**config.mk**
```make
export PLATFORM = sky130hd
export DESIGN_NAME = load_queue
export DESIGN_NICKNAME = d
export VERILOG_FILES = /design/src/rtl/load_queue.sv
export SDC_FILE = /design/constraint.sdc
export NUM_CORES = 1
export LEC_CHECK = 0
export ABC_CLOCK_PERIOD_IN_PS = 21300
export CORE_UTILIZATION = 25
export CTS_CLUSTER_DIAMETER = 30
export DETAILED_ROUTE_END_ITERATION = 10
export GPL_TIMING_DRIVEN = 0
export MAX_ROUTING_LAYER = met4
export RECOVER_POWER = 50
export SYNTH_ARGS = -nofsm -noshare
export SYNTH_HDL_FRONTEND = slang
export SYNTH_SLANG_ARGS = --single-unit
```
**constraint.sdc**
```tcl
create_clock -name clk_in -period 21.3 [get_ports clk_in]
set_input_delay 4.26 -clock clk_in [delete_from_list [all_inputs] [get_ports clk_in]]
set_output_delay 4.26 -clock clk_in [all_outputs]
set_load 0.01 [all_outputs]
```
**src/rtl/load_queue.sv**
```systemverilog
// Load queue: DEPTH in-flight loads, oldest-first issue by age rank, ROB writeback on response.
// Optional performance counters are compiled in with `define LQ_PERF_EN.
module load_queue #(
    parameter int DEPTH  = 4,
    parameter int ROB_IX = 2,
    parameter int ADDR_W = 32,
    parameter int DATA_W = 32
) (
    input  logic                         clk_in,
    input  logic                         rst_in,
    input  logic                         flush_in,
    input  logic                         valid_input_in,
    input  logic [ADDR_W-1:0]            dest_in,
    input  logic [ROB_IX:0]              rob_ix_in,
    output logic                         ready_out,
    input  logic [DEPTH-1:0]             can_load_in,
    output logic [ADDR_W*DEPTH-1:0]      lb_dest_out,
    output logic [(ROB_IX+1)*DEPTH-1:0]  lb_rob_arr_ix_out,
    output logic [DEPTH-1:0]             lb_wait_out,
    output logic                         valid_out,
    input  logic                         read_in,
    output logic [ADDR_W-1:0]            dest_out,
    output logic [ROB_IX:0]              rob_ix_out,
    input  logic                         resp_valid_in,
    input  logic [ROB_IX:0]              resp_rob_ix_in,
    input  logic [DATA_W-1:0]            resp_data_in,
    output logic                         wb_valid_out,
    output logic [ROB_IX:0]              wb_rob_ix_out,
    output logic [DATA_W-1:0]            wb_data_out
`ifdef LQ_PERF_EN
    ,
    output logic [31:0]                  perf_issue_cnt_out,
    output logic [31:0]                  perf_full_cnt_out
`endif
);

    localparam int IXW = $clog2(DEPTH);
    localparam int RW  = ROB_IX + 1;
    localparam logic [IXW:0] RANK_ONE = 1;

    typedef enum logic [1:0] {
        ST_FREE   = 2'd0,
        ST_WAIT   = 2'd1,
        ST_ISSUED = 2'd2
    } ent_st_e;

    ent_st_e           st_q   [DEPTH];
    ent_st_e           st_d   [DEPTH];
    logic [IXW:0]      rank_q [DEPTH];
    logic [IXW:0]      rank_d [DEPTH];
    logic [ADDR_W-1:0] addr_q [DEPTH];
    logic [ADDR_W-1:0] addr_d [DEPTH];
    logic [RW-1:0]     rob_q  [DEPTH];
    logic [RW-1:0]     rob_d  [DEPTH];

    logic              wb_valid_q, wb_valid_d;
    logic [RW-1:0]     wb_rob_q, wb_rob_d;
    logic [DATA_W-1:0] wb_data_q, wb_data_d;

    logic [IXW-1:0]    alloc_ix;
    logic              pick_valid;
    logic [IXW-1:0]    pick_ix;
    logic [IXW:0]      pick_rank;
    logic [DEPTH-1:0]  pick_oh;
    logic [DEPTH-1:0]  resp_hit;
    logic [IXW:0]      live_cnt;
    logic [IXW:0]      freed_cnt;
    logic [IXW:0]      dec      [DEPTH];
    logic              alloc_fire;
    logic              issue_fire;

    // Lowest-index FREE slot, judged on pre-edge state only.
    always_comb begin
        ready_out = 1'b0;
        alloc_ix  = '0;
        for (int i = 0; i < DEPTH; i++) begin
            if (st_q[i] == ST_FREE && !ready_out) begin
                ready_out = 1'b1;
                alloc_ix  = IXW'(i);
            end
        end
    end

    always_comb begin
        pick_valid = 1'b0;
        pick_ix    = '0;
        pick_rank  = '0;
        pick_oh    = '0;
        for (int i = 0; i < DEPTH; i++) begin
            if (st_q[i] == ST_WAIT && can_load_in[i] &&
                (!pick_valid || rank_q[i] < pick_rank)) begin
                pick_valid = 1'b1;
                pick_ix    = IXW'(i);
                pick_rank  = rank_q[i];
            end
        end
        if (pick_valid) pick_oh[pick_ix] = 1'b1;
        valid_out  = pick_valid;
        dest_out   = pick_valid ? addr_q[pick_ix] : '0;
        rob_ix_out = pick_valid ? rob_q[pick_ix]  : '0;
    end

    always_comb begin
        lb_dest_out       = '0;
        lb_rob_arr_ix_out = '0;
        lb_wait_out       = '0;
        for (int i = 0; i < DEPTH; i++) begin
            lb_dest_out[i*ADDR_W +: ADDR_W]   = addr_q[i];
            lb_rob_arr_ix_out[i*RW +: RW]     = rob_q[i];
            lb_wait_out[i]                    = (st_q[i] == ST_WAIT);
        end
    end

    // Responses and rank compaction: each survivor moves down by the number of freed entries older than it.
    always_comb begin
        live_cnt  = '0;
        freed_cnt = '0;
        for (int i = 0; i < DEPTH; i++) begin
            resp_hit[i] = resp_valid_in && st_q[i] == ST_ISSUED && rob_q[i] == resp_rob_ix_in;
            if (st_q[i] != ST_FREE) live_cnt = live_cnt + RANK_ONE;
            if (resp_hit[i]) freed_cnt = freed_cnt + RANK_ONE;
        end
        for (int i = 0; i < DEPTH; i++) begin
            dec[i] = '0;
            for (int j = 0; j < DEPTH; j++) begin
                if (resp_hit[j] && rank_q[j] < rank_q[i]) dec[i] = dec[i] + RANK_ONE;
            end
        end
    end

    assign alloc_fire = valid_input_in && ready_out;
    assign issue_fire = pick_valid && read_in;

    always_comb begin
        for (int i = 0; i < DEPTH; i++) begin
            st_d[i]   = st_q[i];
            rank_d[i] = rank_q[i];
            addr_d[i] = addr_q[i];
            rob_d[i]  = rob_q[i];
            if (resp_hit[i]) begin
                st_d[i]   = ST_FREE;
                rank_d[i] = '0;
            end else if (st_q[i] != ST_FREE) begin
                rank_d[i] = rank_q[i] - dec[i];
                if (issue_fire && pick_oh[i]) st_d[i] = ST_ISSUED;
            end
        end
        if (alloc_fire) begin
            st_d[alloc_ix]   = ST_WAIT;
            rank_d[alloc_ix] = live_cnt - freed_cnt;
            addr_d[alloc_ix] = dest_in;
            rob_d[alloc_ix]  = rob_ix_in;
        end
        if (flush_in) begin
            for (int i = 0; i < DEPTH; i++) begin
                st_d[i]   = ST_FREE;
                rank_d[i] = '0;
            end
        end

        wb_valid_d = (|resp_hit) && !flush_in;
        wb_rob_d   = wb_rob_q;
        wb_data_d  = wb_data_q;
        if (wb_valid_d) begin
            wb_rob_d  = resp_rob_ix_in;
            wb_data_d = resp_data_in;
        end
    end

    always_ff @(posedge clk_in) begin
        if (rst_in) begin
            for (int i = 0; i < DEPTH; i++) begin
                st_q[i]   <= ST_FREE;
                rank_q[i] <= '0;
                addr_q[i] <= '0;
                rob_q[i]  <= '0;
            end
            wb_valid_q <= 1'b0;
            wb_rob_q   <= '0;
            wb_data_q  <= '0;
        end else begin
            for (int i = 0; i < DEPTH; i++) begin
                st_q[i]   <= st_d[i];
                rank_q[i] <= rank_d[i];
                addr_q[i] <= addr_d[i];
                rob_q[i]  <= rob_d[i];
            end
            wb_valid_q <= wb_valid_d;
            wb_rob_q   <= wb_rob_d;
            wb_data_q  <= wb_data_d;
        end
    end

    assign wb_valid_out  = wb_valid_q;
    assign wb_rob_ix_out = wb_rob_q;
    assign wb_data_out   = wb_data_q;

`ifdef LQ_PERF_EN
    logic [31:0] perf_issue_cnt_q, perf_issue_cnt_d;
    logic [31:0] perf_full_cnt_q, perf_full_cnt_d;

    // Saturating; flush deliberately leaves these alone.
    always_comb begin
        perf_issue_cnt_d = perf_issue_cnt_q;
        perf_full_cnt_d  = perf_full_cnt_q;
        if (issue_fire && perf_issue_cnt_q != '1) perf_issue_cnt_d = perf_issue_cnt_q + 32'd1;
        if (valid_input_in && !ready_out && perf_full_cnt_q != '1)
            perf_full_cnt_d = perf_full_cnt_q + 32'd1;
    end

    always_ff @(posedge clk_in) begin
        if (rst_in) begin
            perf_issue_cnt_q <= '0;
            perf_full_cnt_q  <= '0;
        end else begin
            perf_issue_cnt_q <= perf_issue_cnt_d;
            perf_full_cnt_q  <= perf_full_cnt_d;
        end
    end

    assign perf_issue_cnt_out = perf_issue_cnt_q;
    assign perf_full_cnt_out  = perf_full_cnt_q;
`endif

endmodule

```
==> results of run 1 <==
logic make-up (layout without fill, tap and decap cells):
family / Yosys count / count (layout)
buffers and inverters: 126 / 451
DFF: 196 / 196
AOI/OAI and AO/OA: 351 / 351
other: 0 / 1
adders and majority gates: 49 / 49
muxes: 7 / 7
xor gates and xnor gates: 26 / 26
and+or+nand+nor: 571 / 571
power breakdown:
group          internal, mW  switching [mW]  leakage, nW
clock                 0.177           0.163        0.295
combinational        0.0328          0.0428         3.62
sequential            0.372         0.00580         1.59
worst max-delay path, delay by kind of cell:
family,cells,cell delay (ns)
simple gates,4,0.76
buf+inv,8,2.69
fa+ha+maj,3,0.80
compound gates,11,2.54
cells in the mapped netlist (4+ instances only):
library cell,n
and2_1,29
buf_4,4
a31oi_1,4
xor2_1,14
nor2b_1,12
inv_1,25
mux2i_1,6
ha_1,44
o21a_1,5
a211oi_1,6
nand3_1,18
nor2_1,43
o21ai_0,20
dfxtp_1,196
a21oi_1,228
nand3b_1,8
fa_1,5
o2111ai_1,35
nor3_1,5
or2_2,6
buf_2,15
and2_0,7
xnor2_1,12
a221o_1,35
and3_1,6
buf_6,6
nand2b_1,7
nand2_1,407
clkbuf_1,76
nor3b_1,4
final timing paths:
kind / start / endpoint / slack [ns]
worst max register to register: st_q[0][0] / st_q[3][0] / 15.06
worst min-delay path: wb_data_out[13] / wb_data_out[13] / 0.45
worst max-delay path: can_load_in[0] / dest_out[27] / 5.95
worst min register to register: wb_data_out[13] / wb_data_out[13] / 0.45
layout make-up:
class / instances / area, um^2
fill: 4193 / 25500
tap: 525 / 657
sequential: 196 / 3920
timing repair buffer: 293 / 2930
inverter: 25 / 93.8
buffer: 101 / 458
clock inverter: 14 / 169
clock buffer: 18 / 429
multi-input combinational: 1004 / 5600
antenna: 1 / 2.50
sequential cells by signal (all words and copies together) (netlist names):
register,cells
rank_q,12
st_q,8
wb_valid_out,1
rob_q,12
wb_data_out,32
wb_rob_ix_out,3
addr_q,128
per-layer routing:
metal | track usage [%] | vias up | share of wire [%]
met5 | - | - | 0
met3 | 5.49 | 82 | 6.8
met1 | 26.4 | 5097 | 43
met4 | 9.34 | 0 | 3.6
met2 | 34.1 | 378 | 46
li1 | - | 5155 | -
==> flow_metrics.py, run 1 <==
metrics = {
    "synthesis": {
        "synth-seq-area-share_pct": 38.9,
        "synth_edf_count": 0,
        "avgSynthCellArea_um2": 7.60,
        "synth-seq-cells": 196,
        "ys_types": 55,
        "netlist_instances": 1326,
        "synth_mux_area_share_pct": 0.708,
        "synthArstFlopShare_pct": 0,
        "synth_top_cell_area_share_pct": 38.9,
        "syn_nets": 1455,
        "ys.flop_type": "dfxtp_1",
        "yosys.area.top_type": "dfxtp_1",
        "synth_fa_ha_area_share_pct": 6.46,
        "synth_top_family_by_area": "simple AND/OR/NAND/NOR gates",
        "yosys_warnings": 0,
        "yosys-top-cells-area": "dfxtp_1 (39%), nand2_1 (15%), a21oi_1 (11%)",
        "synth_simple_gate_area_share_pct": 24.7,
        "synth_compound_area_share_pct": 21.5,
        "synth_xor_area_share_pct": 2.26,
        "syn_area_mm2": 0.0101,
    },
    "timing": {
        "hold_viol_final": 0,
        "worst_pin_slew_ns": 1.37,
        "period_share_pct": 72.1,
        "fin_skew_ns": 0.0119,
        "slew-limit-headroom_pct": 7.97,
        "holdWs_ns": 0.451,
        "fmax_ghz": 0.0651,
        "final.min_clock_period_ns": 15.35,
        "layout_setup_ws_ns": 5.95,
        "rsz0062_at_grt": "no",
        "tns_ns": 0,
        "drv_slew": 0,
        "setup-violations-final": 0,
    },
    "clock_network": {
        "clk_pin_slew_ns": 0.08,
        "cts_tree": "built",
        "cts-buffers-inserted": 17,
        "cts_root_buffer": "clkbuf_16",
        "hold_buffers": 0,
        "cts_setup_buffers": 0,
        "clockBufferDepth": 2,
        "htree_levels": 4,
        "cts_sinks": 196,
        "clk_latency_ns": 0.46,
        "ctsResizeCount": 0,
    },
    "global_routing": {
        "grt_max_degree": 19,
        "grt_pass1_vias": 10728,
        "antenna_found_initial": 2,
        "grt_use_total_pct": 21.8,
        "grt_pass1_wl_mm": 65.7,
        "grt-ovfl-total": 0,
    },
    "placed_design": {
        "pre_cts_ws_ns": 6.04,
        "gp_congestion": 0.938,
        "place_area_mm2": 0.0137,
        "dp.cells": 2143,
        "port_buffers": 292,
        "dp_hpwl_mm": 33.4,
    },
    "power": {
        "irDropWorstVdd_mv": 0.0601,
        "powerDensity_mw_per_mm2": 55.7,
        "power_mw": 0.794,
        "cellLeakagePower_nw": 5.50,
    },
    "floorplanning": {
        "io_pins": 297,
        "die_y_um": 203,
        "dieWidth_um": 203,
        "fp-row-count": 73,
        "die_area_mm2": 0.0411,
        "initial_core_util_pct": 25.4,
        "core_mm2": 0.0397,
    },
    "min_path": {
        "hp-class": "flop to flop",
        "worstHoldPathCells": 2,
    },
    "detailed_routing": {
        "drc": 0,
        "antenna_left": 0,
        "routed_wirelength_mm": 43.8,
        "viasPerCell": 4.92,
        "num_vias": 10712,
        "detail_route.wl_per_cell_um": 20.1,
        "firstDrtPassIters": 5,
        "drt_iter0_drc": 932,
    },
    "worst_setup_path": {
        "arrival_ns": 11.09,
        "slowest_delay_ns": 0.56,
        "critPathKind": "input pin to output port",
        "reg2reg_depth": 24,
        "required_ns": 17.04,
        "worstPathMaxFanout": 10,
        "cp-start-kind": "input pin",
        "endpoint_kind": "output port",
        "cpMaxStageDelayCell": "o21ai_2",
    },
    "cells_and_area": {
        "fin_util_pct": 35.9,
        "stdcell_area_mm2": 0.0143,
        "final_net_count": 1767,
        "area_growth_pct": 41.6,
        "instances_no_fill": 2177,
        "layout_commonest_cell": "nand2_1",
        "layout_common_cells": "nand2_1 (407), a21oi_1 (228), dfxtp_1 (196), dlygate4sd3_1 (177), clkdlybuf4s50_1 (115)",
        "drive_gt1_share_pct": 4.54,
    },
    "job": {
        "cap_violations": 0,
    },
    "run_status": {
        "outcome": "finished, final reports clean",
    },
}
Power figures use the tool's default switching activity.
==> run 2, diff against run 1 <==
--- a/config.mk
+++ b/config.mk
@@ -5,7 +5,7 @@
 export SDC_FILE = /design/constraint.sdc
 export NUM_CORES = 1
 export LEC_CHECK = 0
-export ABC_CLOCK_PERIOD_IN_PS = 21300
+export ABC_CLOCK_PERIOD_IN_PS = 15000
 export CORE_UTILIZATION = 25
 export CTS_CLUSTER_DIAMETER = 30
 export DETAILED_ROUTE_END_ITERATION = 10
==> constraint.sdc (replaced) <==
create_clock -name clk_in -period 15 [get_ports clk_in]
set_input_delay 3 -clock clk_in [delete_from_list [all_inputs] [get_ports clk_in]]
set_output_delay 3 -clock clk_in [all_outputs]
set_load 0.01 [all_outputs]
==> results of run 2 <==
The final DEF is identical to that of run 1. Status: finished, final reports clean.
Among the figures that moved: setup slack after placement 6.04 ns -> 2.26 ns; setup slack after layout 5.95 ns -> 2.17 ns; register-to-register setup slack 15.06 ns -> 8.76 ns; total power 0.794 mW -> 1.13 mW; worst IR drop on VDD 0.0601 mV -> 0.0853 mV
==> run 3, diff against run 2 <==
--- a/config.mk
+++ b/config.mk
@@ -7,6 +7,7 @@
 export LEC_CHECK = 0
 export ABC_CLOCK_PERIOD_IN_PS = 15000
 export CORE_UTILIZATION = 25
+export CTS_BUF_LIST = sky130_fd_sc_hd__clkbuf_8
 export CTS_CLUSTER_DIAMETER = 30
 export DETAILED_ROUTE_END_ITERATION = 10
 export GPL_TIMING_DRIVEN = 0
==> flow_metrics.py, run 3 (synthesized netlist as in run 1, its figures left out) <==
metrics = {
    "run_status": {
        "outcome": "finished, final reports clean",
    },
    "detailed_routing": {
        "drt_iter0_drc": 811,
        "antenna_left": 0,
        "firstDrtPassIters": 5,
        "viasPerCell": 4.95,
        "detail_route.wl_per_cell_um": 20.1,
        "drc": 0,
        "num_vias": 10779,
        "routed_wirelength_mm": 43.8,
    },
    "clock_network": {
        "ctsResizeCount": 0,
        "cts_root_buffer": "clkbuf_8",
        "clk_pin_slew_ns": 0.11,
        "htree_levels": 4,
        "clockBufferDepth": 2,
        "cts_setup_buffers": 0,
        "cts_tree": "built",
        "cts_sinks": 196,
        "clk_latency_ns": 0.52,
        "cts-buffers-inserted": 17,
        "hold_buffers": 0,
    },
    "cells_and_area": {
        "area_growth_pct": 39.7,
        "layout_commonest_cell": "nand2_1",
        "stdcell_area_mm2": 0.0141,
        "largest_register_ff_count": 128,
        "drive_gt1_share_pct": 4.54,
        "multiInputGateArea_mm2": 0.00560,
        "layout_common_cells": "nand2_1 (407), a21oi_1 (228), dfxtp_1 (196), dlygate4sd3_1 (165), clkdlybuf4s50_1 (127)",
        "regArea_mm2": 0.00392,
        "fillers": 4213,
        "top_register": "addr_q",
        "fin_util_pct": 35.4,
        "instances_no_fill": 2177,
        "final_net_count": 1767,
    },
    "worst_setup_path": {
        "critPathKind": "input pin to output port",
        "arrival_ns": 9.85,
        "cp_top_family": "buffers and inverters",
        "worst-path-buf-inv": 8,
        "worstPathMaxFanout": 10,
        "required_ns": 12.00,
        "cpMaxStageDelayCell": "o21ai_2",
        "cp-start-kind": "input pin",
        "endpoint_kind": "output port",
        "slowest_delay_ns": 0.55,
    },
    "timing": {
        "worst_pin_slew_ns": 1.39,
        "fmax_ghz": 0.0778,
        "tns_ns": 0,
        "setup-violations-final": 0,
        "slew-limit-headroom_pct": 6.45,
        "drv_slew": 0,
        "fin_skew_ns": 0.0178,
        "rsz0062_at_grt": "no",
        "hold_viol_final": 0,
        "final.min_clock_period_ns": 12.85,
        "layout_setup_ws_ns": 2.15,
        "period_share_pct": 85.7,
    },
    "global_routing": {
        "grt_max_degree": 19,
        "use_met2_pct": 34.3,
        "grt-ovfl-total": 0,
        "grt_pass1_vias": 10696,
        "grt_pass1_wl_mm": 65.8,
        "grt_use_met3_pct": 5.68,
        "grt_use_met1_pct": 26.5,
        "grt.busiest_layer": "met2",
        "antenna_found_initial": 2,
        "grt_use_total_pct": 21.8,
    },
    "power": {
        "irDropWorstVdd_mv": 0.0550,
        "cellLeakagePower_nw": 5.38,
        "powerDensity_mw_per_mm2": 72.2,
    },
    "floorplanning": {
        "core_mm2": 0.0397,
        "io_pins": 297,
        "dieWidth_um": 203,
        "die_y_um": 203,
        "initial_core_util_pct": 25.4,
        "fp-row-count": 73,
        "die_area_mm2": 0.0411,
    },
    "placed_design": {
        "pre_cts_ws_ns": 2.26,
        "gp_congestion": 0.938,
        "dp_hpwl_mm": 33.4,
        "dp.cells": 2143,
        "port_buffers": 292,
        "place_area_mm2": 0.0137,
    },
    "job": {
        "cap_violations": 0,
    },
    "min_path": {
        "hp-class": "flop to flop",
    },
}
run 3: final cells by class:
type                    count  area share [%]
clock buffers              17            1.66
flip-flops and latches    196            27.9
well taps                 525            4.67
repair buffers            293            20.8
plain buffers             101            3.25
diodes                      1          0.0178
multi-input cells        1004            39.8
clock inverters            15            1.23
inverters                  25           0.667
run 3: path summary, 6_finish.rpt:
check	to	cells after the start	slack, ns	start
worst max-delay path	dest_out[27]	26	2.15	can_load_in[0]
worst min-delay path	wb_data_out[13]	2	0.46	wb_data_out[13]
worst max register to register	st_q[3][0]	24	8.75	st_q[0][0]
worst min register to register	wb_data_out[13]	2	0.46	wb_data_out[13]
run 3: through the flow:
stage	power (mW)	hold slack, ns
finish	1.02	0.455
global route	1.05	0.484
CTS	1.03	0.464
detailed placement	0.658	0.448
global placement	0.657	0.442
floorplan	0.590	0.474
run 3: routing by layer:
layer,wire length [um],up-vias,share of wire (%)
li1,-,5153,-
met1,18900,5182,43
met2,20400,370,46
met5,0,-,0
met3,3150,74,7.2
met4,1440,0,3.3
run 3: worst register-to-register path, stage by stage, from the launching register on:
cell	delay, ns
dfxtp_1	0.42
and3b_1	0.21
buf_6	0.15
nand2_1	0.06
ha_1	0.30
o21ai_0	0.11
o21ai_0	0.18
a21o_1	0.13
clkbuf_1	0.31
clkbuf_1	0.43
a31oi_1	0.18
ha_1	0.24
o21ai_0	0.08
nand3b_1	0.43
o21ai_2	0.55
buf_2	0.33
nor2_1	0.08
a21oi_1	0.14
ha_1	0.26
a2111oi_1	0.47
a31o_4	0.30
buf_6	0.20
buf_2	0.28
nor2b_1	0.19
o22ai_1	0.09
run 3: power breakdown:
| group | internal, mW | switching, mW | leakage (nW) | total (mW) |
|---|---|---|---|---|
| Sequential | 0.529 | 0.00826 | 1.59 | 0.537 |
| Clock | 0.153 | 0.218 | 0.212 | 0.371 |
| Combinational | 0.0468 | 0.0608 | 3.58 | 0.108 |
